### config.mk
export PLATFORM = sky130hd
export DESIGN_NAME = user_move_ctrl
export DESIGN_NICKNAME = d
export VERILOG_FILES = /design/src/rtl/user_move_ctrl.sv
export SDC_FILE = /design/constraint.sdc
export NUM_CORES = 1
export LEC_CHECK = 0
export ABC_AREA = 1
export BUFFER_PORTS_ARGS = -buffer_cell sky130_fd_sc_hd__buf_2
export CELL_PAD_IN_SITES_DETAIL_PLACEMENT = 1
export CELL_PAD_IN_SITES_GLOBAL_PLACEMENT = 1
export CORE_UTILIZATION = 37
export DETAILED_ROUTE_END_ITERATION = 12
export GPL_TIMING_DRIVEN = 0
export PLACE_DENSITY_LB_ADDON = 0.1
export SLEW_MARGIN = 20
export SYNTH_ARGS = -nofsm -noshare
export SYNTH_HDL_FRONTEND = slang
export SYNTH_SLANG_ARGS = --single-unit
### constraint.sdc
create_clock -name clk -period 2.1 [get_ports clk]
set_input_delay 0.63 -clock clk [delete_from_list [all_inputs] [get_ports clk]]
set_output_delay 0.63 -clock clk [all_outputs]
set_load 0.03 [all_outputs]
### src/rtl/user_move_ctrl.sv
// rtl/user_move_ctrl.sv - user sprite movement controller: erase, move, redraw per frame
module user_move_ctrl #(
  parameter int X_INIT = 150,
  parameter int Y_ROW  = 210,
  parameter int X_MAX  = 300,
  parameter int STEP   = 2
) (
  input  logic       clk,
  input  logic       resetn,
  input  logic       frame_tick,
  input  logic       move_left,
  input  logic       move_right,
  input  logic       plot_done,
  output logic       plot_start,
  output logic       erase,
  output logic [8:0] x_pos,
  output logic [7:0] y_pos,
  output logic       busy
);

  typedef enum logic [2:0] {
    S_INIT,
    S_IDLE,
    S_ERASE_REQ,
    S_ERASE_WAIT,
    S_UPDATE,
    S_DRAW_REQ,
    S_DRAW_WAIT
  } state_t;

  typedef enum logic [1:0] {
    DIR_NONE,
    DIR_LEFT,
    DIR_RIGHT
  } dir_t;

  localparam logic [8:0] X_INIT_W = 9'(X_INIT);
  localparam logic [8:0] X_MAX_W  = 9'(X_MAX);
  localparam logic [8:0] STEP_W   = 9'(STEP);
  // Largest x that can still take a full step right without passing X_MAX.
  localparam logic [8:0] X_LIM_W  = 9'(X_MAX - STEP);

  state_t     state_q, state_d;
  dir_t       dir_q, dir_d;
  dir_t       key_dir;
  logic [8:0] x_q, x_d;
  logic       plot_start_q, plot_start_d;
  logic       erase_q, erase_d;

  // Decode held keys into a single direction; opposing keys cancel out.
  always_comb begin
    key_dir = DIR_NONE;
    if (move_left && !move_right) begin
      key_dir = DIR_LEFT;
    end else if (move_right && !move_left) begin
      key_dir = DIR_RIGHT;
    end
  end

  // Next-state, latched direction and saturating position update.
  always_comb begin
    state_d = state_q;
    dir_d   = dir_q;
    x_d     = x_q;
    case (state_q)
      S_INIT: begin
        state_d = S_DRAW_REQ;
      end
      S_IDLE: begin
        if (frame_tick) begin
          dir_d = key_dir;
          if (key_dir != DIR_NONE) begin
            state_d = S_ERASE_REQ;
          end
        end
      end
      S_ERASE_REQ: begin
        state_d = S_ERASE_WAIT;
      end
      S_ERASE_WAIT: begin
        if (plot_done) begin
          state_d = S_UPDATE;
        end
      end
      S_UPDATE: begin
        if (dir_q == DIR_LEFT) begin
          x_d = (x_q < STEP_W) ? 9'd0 : x_q - STEP_W;
        end else if (dir_q == DIR_RIGHT) begin
          x_d = (x_q > X_LIM_W) ? X_MAX_W : x_q + STEP_W;
        end
        state_d = S_DRAW_REQ;
      end
      S_DRAW_REQ: begin
        state_d = S_DRAW_WAIT;
      end
      S_DRAW_WAIT: begin
        if (plot_done) begin
          state_d = S_IDLE;
        end
      end
      default: begin
        state_d = S_INIT;
      end
    endcase
  end

  // Plotter controls are decoded from the next state so they come straight off flops.
  always_comb begin
    plot_start_d = (state_d == S_ERASE_REQ) || (state_d == S_DRAW_REQ);
    erase_d      = (state_d == S_ERASE_REQ) || (state_d == S_ERASE_WAIT);
  end

  // State and output registers; reset abandons any pass in flight.
  always_ff @(posedge clk or negedge resetn) begin
    if (!resetn) begin
      state_q      <= S_INIT;
      dir_q        <= DIR_NONE;
      x_q          <= X_INIT_W;
      plot_start_q <= 1'b0;
      erase_q      <= 1'b0;
    end else begin
      state_q      <= state_d;
      dir_q        <= dir_d;
      x_q          <= x_d;
      plot_start_q <= plot_start_d;
      erase_q      <= erase_d;
    end
  end

  assign plot_start = plot_start_q;
  assign erase      = erase_q;
  assign x_pos      = x_q;
  assign y_pos      = 8'(Y_ROW);
  assign busy       = (state_q != S_IDLE);

endmodule

# Word-level counts from Yosys, hierarchy flattened
# Index checks and enable logic that the tools add are counted.
[totals]
inputBits = 6
mem_count = 0
ram_bits = 0
rom_bits = 0
latch_bits = 0
ff_bits = 16
elab_cells = 44
out_inout_bits = 20
[classes]
magnitude_cmp = 2
addsub = 2
reduce_logical = 12
shifts = 0
multipliers = 0
div_mod_pow = 0
mux = 11
bitwise = 0
eq_ne = 12
[ops]
columns = ["operator", "count"]
rows = [
  ["9-bit 2-to-1 mux", 4],
  ["3-bit one-hot mux with 6 select lines", 1],
  ["3-bit by 2-bit == test with 1-bit output, second input constant", 4],
  ["3-bit == test, second input constant", 4],
  ["3-bit 2-to-1 mux", 4],
  ["9-bit by 2-bit adder with 9-bit output, second input constant", 1],
  ["9-bit > comparator, second input constant", 1],
  ["9-bit by 2-bit less-than comparator with 1-bit output, second input constant", 1],
  ["9-bit by 2-bit subtractor with 9-bit output, second input constant", 1],
  ["2-bit 2-to-1 mux", 2],
  ["2-bit AND reduction", 2],
  ["2-bit nonzero test", 2],
  ["3-bit by 1-bit == test with 1-bit output, second input constant", 1],
  ["3-bit logical NOT", 1],
  ["3-bit by 1-bit inequality test with 1-bit output, second input constant", 1],
  ["2-bit by 1-bit == test with 1-bit output, second input constant", 1],
  ["2-bit == test, second input constant", 1],
  ["1-bit logical AND", 2],
  ["1-bit logical NOT", 2],
  ["1-bit logical OR", 2],
  ["2-bit OR reduction", 1],
]

# Longest topological paths before layout
[depth]
ltp_word = 10
mapped_depth = 11
ltp_nobuf = 11

# Worst setup path before layout
# No wires, ideal clock.
[synth_timing]
path_kind = "reg2reg"
startpoint = "register x_q[1], in the netlist x_pos[1]"
endpoint = "register x_q[6], in the netlist x_pos[6]"
arrival_time_ps = 1576
stages_incl_launch_ff = 11
n_path_buf = 0
synth_period_minus_slack_ps = 1693
t_required_ps = 1983
setup_ps = 117
path_slack_ps = 407
path_cell_list = "dfstp_2 -> inv_1 -> ha_1 -> nor2_1 -> nand3_1 -> nand2_1 -> nand2_1 -> nand2_1 -> nor2_1 -> nor2_1 -> nor2_1"
[synth_via]
elab_chain_len = 4
elab_cells_between_ends = 8
cone_classes = "2 x add/sub; 2 x order compare; 4 x mux"
[synth_lines]
columns = ["item", "line_no", "text"]
rows = [
  ["start, declared", "46", "logic [8:0] x_q, x_d;"],
  ["start signal, assigned", "118", "x_q <= X_INIT_W;"],
  ["start signal, assigned", "124", "x_q <= x_d;"],
  ["9-bit by 2-bit adder with 9-bit output or 9-bit > comparator (tied branches)", "89", "x_d = (x_q > X_LIM_W) ? X_MAX_W : x_q + STEP_W;"],
  ["9-bit 2-to-1 mux", "89", ""],
  ["9-bit 2-to-1 mux", "88", "end else if (dir_q == DIR_RIGHT) begin"],
  ["9-bit 2-to-1 mux (*)", "86", "if (dir_q == DIR_LEFT) begin"],
]
# Every way passes the cells marked *; elsewhere a longest branch is shown, timed or not. The select of a mux whose other input is x is not followed.
# A chain may end at the register's enable or synchronous reset.

# Worst setup path in the final report
[layout_timing]
startpoint = "register state_q[1]"
endpoint = "output busy"
[layout_via]
elab_chain_len = 1
[layout_lines]
columns = ["item", "line_no", "text"]
rows = [
  ["start, declared", "43", "state_t state_q, state_d;"],
  ["start signal, assigned", "122", "state_q <= state_d;"],
  ["3-bit by 1-bit inequality test with 1-bit output", "134", "assign busy = (state_q != S_IDLE);"],
  ["end, declared", "18", "output logic busy"],
]
# No other way between the ends.

==> impl_metrics.tcl <==
set metrics [dict create \
    wire_per_inst_um 11.9 \
    clkSinkCount 15 \
    fmax_mhz 519 \
    ctsResizeCount 0 \
    whs_ps 237 \
    clkTransAtPathRegs_ps 90 \
    comb_power_share_pct 63.2 \
    finalHoldViolCount 0 \
    synth_area_per_cell_um2 6.63 \
    required_ps 1470 \
    fp.dieW_um 59.3 \
    syn-cell-area_um2 1210 \
    place_congestion 0.845 \
    critPathKind "reg -> out" \
    final_common_cell "nand2_1" \
    pre_cts_ws_ps 255 \
    ys_seq_elements 15 \
    critPathMaxFanout 4 \
    grt_pass1_wl_mm 5.31 \
    synth_warnings 0 \
    drc 0 \
    numCtsBuffers 3 \
    seq_power_share_pct 28.3 \
    first_pass_iters 4 \
    synth_largest_area_cell "dfrtp_1" \
    pwr-share-clk_pct 8.5 \
    start_util_pct 39.4 \
    grtUsageTotal_pct 20.5 \
    fin_crit_ps 1930 \
    seq_area_frac_synth_pct 31.3 \
    antenna_left 0 \
    root_buffer "clkbuf_4" \
    tritoncts "done" \
    min_period_over_period_pct 91.7 \
    status "complete, no violations" \
    area_delta_synth_final_pct 15.5 \
    die_h_um 59.3 \
    cp.arrival_ps 1300 \
    clk_latency_ps 280 \
    vias 1208 \
    antenna_found_initial 0 \
    postCtsSetupBuffers 0 \
    layout-drive-gt1-share_pct 21.9 \
    core-area_um2 3080 \
    holdCritPathClass "in -> async" \
    via_per_inst 4.76 \
    clock_skew_ps 2.39 \
    drt-total-wl_mm 3.01 \
    rsz0062_at_grt "false" \
    report.final.slew_viol_count 0 \
    io_pins 26 \
    final.fill_count 441 \
    p_switching_mw 1.08 \
    overflow 0 \
    postSynthCellCount 183 \
    row_count 20 \
    power.leakage_nw 0.773 \
    max-vdd-ir-drop_uv 689 \
    cts.path.max_buffers 2 \
    p_per_area_nw_per_um2 1430 \
    worstSetupStartpointType "flip-flop" \
    setup_violations 0 \
    timing.final.ws_setup_ps 174 \
    drt_iter0_drc 34 \
    worstSetupEndpointType "output pin" \
    portBuffers 16 \
    p_sw_share_pct 53.8 \
    synthTopCellsByArea "dfrtp_1 23%, nand2_1 19%, dfstp_2 8.7%" \
    layout.nets 222 \
    antenna_cells 0 \
    maxCapViolCount 0 \
    grt_max_degree 16 \
    tns_ps 0 \
    cts_max_level 1 \
    synth_cell_type_count 26 \
    most-common-layout-cells "60 x nand2_1, 24 x inv_1, 18 x nand3_1, 16 x nor2_1, 16 x buf_2" \
    dieArea_um2 3510 \
    post-synth-top-area-fraction_pct 22.7 \
    cts.hold.buffers_added 0 \
    grt_pass1_vias 1180 \
    r2r_slack_ps 240 \
    cellInternalPower_mw 0.927 \
    hpwl_mm 2.46 \
    fin_util_pct 45.5 \
]
power by group through the flow:
| stage | logic [mW] | clock network [mW] | registers (mW) |
|---|---|---|---|
| floorplan | 0.816 | 0 | 0.709 |
| global placement | 1.24 | 0 | 0.568 |
| detailed placement | 1.28 | 0 | 0.575 |
| CTS | 1.28 | 0.179 | 0.569 |
| global route | 1.43 | 0.191 | 0.593 |
| finish | 1.27 | 0.171 | 0.568 |
state kept, by name, summed over array words and instances (netlist names):
name        cells
dir_q           2
erase           1
state_q         3
x_pos           8
plot_start      1
per-layer routing:
layer / global-route usage (%) / up-vias / routed length, µm
met3: 2.84 / 7 / 90
met2: 37.2 / 22 / 1600
met1: 23.8 / 576 / 1260
li1: - / 603 / -
met4: 8.84 / 0 / 58
met5: 0 / - / 0
synth_stat cells:
cell type	instances
nand3_1	18
dfstp_2	4
nor2_2	4
xor2_1	1
conb_1	2
o21ai_0	5
o211ai_1	1
nor2_1	16
buf_4	11
mux2_2	1
o21a_1	1
nor2_4	2
nor3_1	1
nor3_2	1
inv_2	2
dfrtp_1	11
nand2_2	1
a21oi_1	1
inv_1	24
o31ai_1	1
buf_6	1
ha_1	5
o21ai_1	3
nand2_1	60
xnor2_1	1
nand4_1	5
layout make-up:
cell class / count / area [µm²] / area share (%)
inverters: 26 / 97.6 / 6.96
plain buffers: 12 / 93.8 / 6.70
flip-flops and latches: 15 / 380 / 27.1
repair buffers: 16 / 80.1 / 5.71
multi-input cells: 137 / 668 / 47.7
well taps: 44 / 55.1 / 3.93
clock buffers: 4 / 26.3 / 1.88
worst max-delay path, cell delays in order (launching register included):
cell and delay (ps):
dfrtp_1 390, inv_1 110, nand2_1 80, nor2_1 200, inv_1 60, buf_2 180
final timing paths:
| check | from | cells after the start | endpoint |
|---|---|---|---|
| max | state_q[1]$_DFF_PN0_ | 5 | busy |
| min | resetn | 1 | state_q[0]$_DFF_PN0_ |
| max reg2reg | x_pos[1]$_DFFE_PN1P_ | 11 | x_pos[3]$_DFFE_PN0P_ |
| min reg2reg | dir_q[1]$_DFFE_PN0P_ | 2 | dir_q[1]$_DFFE_PN0P_ |
| max in group asynchronous | resetn | 1 | x_pos[7]$_DFFE_PN1P_ |
| min in group clk | dir_q[1]$_DFFE_PN0P_ | 2 | dir_q[1]$_DFFE_PN0P_ |
cells by family after synthesis:
| logic type | count (synthesis) | synth area share, % |
|---|---|---|
| buffers and inverters | 38 | 15.8 |
| other | 2 | 0.619 |
| xor gates and xnor gates | 2 | 1.44 |
| AOI/OAI and AO/OA | 12 | 5.57 |
| DFF | 15 | 31.3 |
| adders and majority gates | 5 | 5.15 |
| muxes | 1 | 0.928 |
| and+or+nand+nor | 108 | 39.2 |
through the flow:
step | total power [mW] | area (µm²) | cells
floorplan | 1.53 | 1240 | 190
global placement | 1.81 | 1380 | 250
detailed placement | 1.85 | 1380 | 250
CTS | 2.03 | 1400 | 254
global route | 2.22 | 1400 | 254
finish | 2.01 | 1400 | 254
Note: power is estimated with default switching activity, not from simulation.
